--- config.mk ---
export PLATFORM = sky130hd
export DESIGN_NAME = add_nibble_sched
export DESIGN_NICKNAME = d
export VERILOG_FILES = /design/src/rtl/add_nibble_sched.sv
export SDC_FILE = /design/constraint.sdc
export NUM_CORES = 1
export LEC_CHECK = 0
export BUFFER_PORTS_ARGS = -buffer_cell sky130_fd_sc_hd__buf_2
export CORE_ASPECT_RATIO = 0.9
export CORE_MARGIN = 2
export CORE_UTILIZATION = 40
export DETAILED_ROUTE_END_ITERATION = 8
export PLACE_DENSITY_LB_ADDON = 0.08
export SYNTH_ARGS = -nofsm -noshare
export SYNTH_HDL_FRONTEND = slang
export SYNTH_SLANG_ARGS = --single-unit
--- constraint.sdc ---
create_clock -name CLK -period 2.3 [get_ports CLK]
set_input_delay 0.23 -clock CLK [delete_from_list [all_inputs] [get_ports CLK]]
set_output_delay 0.23 -clock CLK [all_outputs]
set_load 0.01 [all_outputs]
--- src/rtl/add_nibble_sched.sv ---
// Two-requester scheduler that time-shares one 4-bit carry look-ahead slice for
// nibble-serial multi-precision addition, with round-robin grant and REQ/DONE handshake.

module add_fast (
    input  logic [3:0] a,
    input  logic [3:0] b,
    input  logic       ci,
    output logic [3:0] s,
    output logic       co
);
    logic [3:0] g;
    logic [3:0] p;
    logic [4:0] c;

    always_comb begin
        g    = a & b;
        p    = a ^ b;
        c[0] = ci;
        c[1] = g[0] | (p[0] & ci);
        c[2] = g[1] | (p[1] & g[0]) | (p[1] & p[0] & ci);
        c[3] = g[2] | (p[2] & g[1]) | (p[2] & p[1] & g[0]) | (p[2] & p[1] & p[0] & ci);
        c[4] = g[3] | (p[3] & g[2]) | (p[3] & p[2] & g[1]) | (p[3] & p[2] & p[1] & g[0])
             | (p[3] & p[2] & p[1] & p[0] & ci);
        s    = p ^ c[3:0];
        co   = c[4];
    end
endmodule

module add_nibble_sched #(
    parameter int unsigned NIBBLES = 4
) (
    input  logic                   CLK,
    input  logic                   nRST,
    input  logic                   REQ0,
    input  logic [4*NIBBLES-1:0]   A0,
    input  logic [4*NIBBLES-1:0]   B0,
    input  logic                   CI0,
    input  logic                   REQ1,
    input  logic [4*NIBBLES-1:0]   A1,
    input  logic [4*NIBBLES-1:0]   B1,
    input  logic                   CI1,
    output logic [4*NIBBLES-1:0]   S,
    output logic                   CO,
    output logic                   DONE0,
    output logic                   DONE1,
    output logic                   BUSY,
    output logic                   OWNER
);
    localparam int unsigned W  = 4 * NIBBLES;
    localparam int unsigned CW = (NIBBLES > 1) ? $clog2(NIBBLES) : 1;
    localparam logic [CW-1:0] LAST_CNT = CW'(NIBBLES - 1);

    typedef enum logic [1:0] {ST_IDLE, ST_RUN, ST_DONE} state_e;

    state_e        state_q, state_d;
    logic [W-1:0]  a_sh_q, a_sh_d;
    logic [W-1:0]  b_sh_q, b_sh_d;
    logic          carry_q, carry_d;
    logic [CW-1:0] cnt_q, cnt_d;
    logic          last_q, last_d;
    logic          owner_q, owner_d;
    logic [W-1:0]  s_q, s_d;
    logic          co_q, co_d;
    logic          done0_q, done0_d;
    logic          done1_q, done1_d;
    logic          busy_q, busy_d;

    logic          grant;
    logic [3:0]    slice_s;
    logic          slice_co;

    // Operands shift right each RUN cycle so the slice always sees the low nibble.
    add_fast u_slice (
        .a  (a_sh_q[3:0]),
        .b  (b_sh_q[3:0]),
        .ci (carry_q),
        .s  (slice_s),
        .co (slice_co)
    );

    always_comb begin
        state_d = state_q;
        a_sh_d  = a_sh_q;
        b_sh_d  = b_sh_q;
        carry_d = carry_q;
        cnt_d   = cnt_q;
        last_d  = last_q;
        owner_d = owner_q;
        s_d     = s_q;
        co_d    = co_q;
        done0_d = 1'b0;
        done1_d = 1'b0;
        busy_d  = busy_q;
        grant   = 1'b0;

        case (state_q)
            ST_IDLE: begin
                if (REQ0 || REQ1) begin
                    grant   = (REQ0 && REQ1) ? ~last_q : REQ1;
                    last_d  = grant;
                    owner_d = grant;
                    a_sh_d  = grant ? A1 : A0;
                    b_sh_d  = grant ? B1 : B0;
                    carry_d = grant ? CI1 : CI0;
                    cnt_d   = '0;
                    state_d = ST_RUN;
                    busy_d  = 1'b1;
                end
            end
            ST_RUN: begin
                s_d[{cnt_q, 2'b00} +: 4] = slice_s;
                carry_d = slice_co;
                cnt_d   = cnt_q + 1'b1;
                a_sh_d  = a_sh_q >> 4;
                b_sh_d  = b_sh_q >> 4;
                if (cnt_q == LAST_CNT) begin
                    co_d    = slice_co;
                    state_d = ST_DONE;
                    done0_d = ~owner_q;
                    done1_d = owner_q;
                end
            end
            ST_DONE: begin
                state_d = ST_IDLE;
                busy_d  = 1'b0;
            end
            default: begin
                state_d = ST_IDLE;
                busy_d  = 1'b0;
            end
        endcase
    end

    always_ff @(posedge CLK or negedge nRST) begin
        if (!nRST) begin
            state_q <= ST_IDLE;
            a_sh_q  <= '0;
            b_sh_q  <= '0;
            carry_q <= 1'b0;
            cnt_q   <= '0;
            last_q  <= 1'b1;
            owner_q <= 1'b0;
            s_q     <= '0;
            co_q    <= 1'b0;
            done0_q <= 1'b0;
            done1_q <= 1'b0;
            busy_q  <= 1'b0;
        end else begin
            state_q <= state_d;
            a_sh_q  <= a_sh_d;
            b_sh_q  <= b_sh_d;
            carry_q <= carry_d;
            cnt_q   <= cnt_d;
            last_q  <= last_d;
            owner_q <= owner_d;
            s_q     <= s_d;
            co_q    <= co_d;
            done0_q <= done0_d;
            done1_q <= done1_d;
            busy_q  <= busy_d;
        end
    end

    assign S     = s_q;
    assign CO    = co_q;
    assign DONE0 = done0_q;
    assign DONE1 = done1_q;
    assign BUSY  = busy_q;
    assign OWNER = owner_q;
endmodule
==> impl_results.md <==
- Full die area: approximately 0.0081 sq mm
- Share of cells above drive strength 1: 0.3194
- Hold Crit Class: input pin to async pin
- Critical Path AT: 2050 ps
- RR Startpoint: cnt_q[0]
- Post-synth cell types: 35
- Power, Total: between 4 and 5 mW
- Setup TNS: 0 ps
- CP Max Fanout: 9
- Kind of critical path: flop to flop
- Dpl hpwl: between 4 and 5 mm
- Most frequent cells in the layout: 90 x buf_2, 58 x dfrtp_1, 33 x mux2i_1
- Part of the cycle the worst path needs: 0.7713
- Worst path bufs/invs: 1
- Row Count: 29
- DRT Wirelength: 6.396 mm
- GRT overflow: 0
- Most common cell after layout, fill and taps aside: buf_2
- Skew final: between 5 and 6 ps
- FF+latch count, synth: 59
- Post-route cell area: 0.003647 sq mm
- Remaining DRCs: 0
- Final Net Count: roughly 440
- Die Y: between 80 and 90 um
- Clock Tree Root: clkbuf_8
- CP startpoint: cnt_q[0]
- Post-synthesis sequential area ratio: 0.5019
- I/O Buffers: 90
- I/O pins: 91
- Mean post-synth cell area: ~11 sq um
- Core Area: a little over 0.007 sq mm
- Initial DRC count: 100
- Routed Antenna Nets: 0
- Result of the run: finished clean
- Power Dens Cells: approximately 1300 mW/mm^2
- Static Leak: 1.818 nW
- Mapped cell area: between 0.002 and 0.003 sq mm
- Hold bufs inserted after CTS: 0
- Yosys warns: 0
- Routed WL per cell: between 10 and 15 um
- Slew @ Worst Pin: ~730 ps
- Area growth syn-to-layout: 23.88%
- Post-layout min period: approximately 1800 ps
- Vias per cell: ~5.0
- Max Cap Viol: 0
- DP Area: 0.003456 sq mm
- CP max stage cell: dfrtp_1
- Post-CTS Setup Bufs: 0
- Synthesized Nets: between 300 and 400
- Final Max Tran Viols: 0
- Crit-path cells: inv_1 > ha_1 > or3_1 > nor2_1 > a22o_1
- Dominant synthesized flop cell: dfrtp_1
- Final setup fails: 0
- Post-CTS Resized: 0
- Largest net degree at the start of global routing: 60
- Antenna fix cells: 0
- GRT Total Usage: 0.1767
- CP top delay family: simple AND/OR/NAND/NOR gates
- Critical Path Start Type: flop
- Final Hold Viols: 0
- EDFF count, synth: 0
- Mapped Cells: roughly 260
- Initial core utilization: 0.4161
- Post-synth ARST share: 1.000
- Required time worst endpoint: around 2600 ps
- Cts bufs inserted: 9
- Antenna violations before repair: 0
- H-Tree Depth: 3
- RSZ-0062 raised after global routing: no
- Clock-pin slew on the worst setup and hold paths: ~60 ps
- FMAX: around 560 MHz
- Relative slew margins: 0.5115
- Clk sink count: 59
- GP Congestion: approximately 0.74
- Peak VDD IR: 546.0 uV
- Final Non-Filler Cells: about 450
- Pre-antenna DRT Iters: 4
- Clock latency on the worst-skew pair: 340 ps
- Overall die width: 94.43 um
- First-pass GRT wire length: about 11 mm
- Via count: around 2,300
- CTS Buffer Depth: 2
- Crit path largest cell delay: roughly 480 ps
- Placed Cells: 437
- Crit. End Element: flop
- Vias in the first global route: approximately 2,200
- CTS tree: built
[final timing paths]
path,to,slack (ps),cells after the start
max reg2reg,S[12],530,5
max,S[12],530,5
min,S[4],50,2
min in group CLK,a_sh_q[14],160,3
max in group asynchronous,b_sh_q[9],1770,2
min reg2reg,S[5],470,2
[cell families (layout without fill, tap and decap cells)]
logic type | count (synthesis) | after routing | share of synthesized area
AO/OA/AOI/OAI | 90 | 90 | 0.2070
buffers and inverters | 20 | 116 | 0.05227
adder cells (fa/ha/maj) | 11 | 11 | 0.04930
XOR/XNOR | 1 | 1 | 0.002975
flip-flops | 59 | 59 | 0.5019
multiplexers | 33 | 33 | 0.1122
AND/OR/NAND/NOR | 50 | 50 | 0.07437
[cells in the mapped netlist (2+ instances only)]
cell type / instances / area [sq um]
buf_6: 3 / 33.78
buf_2: 5 / 25.02
and3_1: 3 / 18.77
clkbuf_1: 3 / 11.26
nand4_1: 2 / 12.51
ha_1: 10 / 125.1
o31ai_1: 8 / 60.06
mux2i_1: 33 / 330.3
a22oi_1: 24 / 180.2
nand3_1: 9 / 45.04
buf_12: 3 / 60.06
a211o_1: 2 / 17.52
a22o_1: 7 / 61.31
dfrtp_1: 58 / 1451
nand2_1: 24 / 90.09
nor2_1: 9 / 33.78
inv_1: 5 / 18.77
o21ai_1: 29 / 145.1
o21ai_0: 10 / 50.05
nor2b_1: 2 / 12.51
[per-layer routing]
layer / share of wire / GRT usage
met4: 0.012 / 0.05929
met3: 0.058 / 0.05861
met5: 0 / 0
met2: 0.44 / 0.2519
met1: 0.49 / 0.2531
[sequential cells by signal (all words and copies together), names as in the netlist]
register	count
DONE1	1
a_sh_q	16
OWNER	1
S	16
carry_q	1
b_sh_q	16
state_q	2
DONE0	1
CO	1
BUSY	1
last_q	1
cnt_q	2
[stage by stage]
| stage | setup slack [ps] | util | hold WS (ps) |
|---|---|---|---|
| finish | 526.1 | 0.5155 | 45.37 |
| global route | 356.1 | 0.5155 | 89.22 |
| CTS | 513.3 | 0.5155 | 52.30 |
| detailed placement | 540.0 | 0.4884 | 425.6 |
| global placement | 571.6 | 0.4884 | 432.7 |
| floorplan | 714.7 | - | -65.59 |
[final cells by class]
class	count	area, sq um
clock inverter	1	5.005
inverter	5	18.77
clock buffer	15	186.4
fill	684	3428
tap	93	116.4
multi-input combinational	185	1330
timing repair buffer	95	513.0
sequential	59	1478
[worst register-to-register path: stages (launching register included)]
cell and delay, ps:
dfrtp_1 480, inv_1 160, ha_1 370, or3_1 400, nor2_1 150, a22o_1 150
[power by group]
part,switching [mW],internal [mW]
clock network,0.379,0.508
registers,0.284,1.47
logic,1.19,0.811
(Power assumes the default switching activity.)
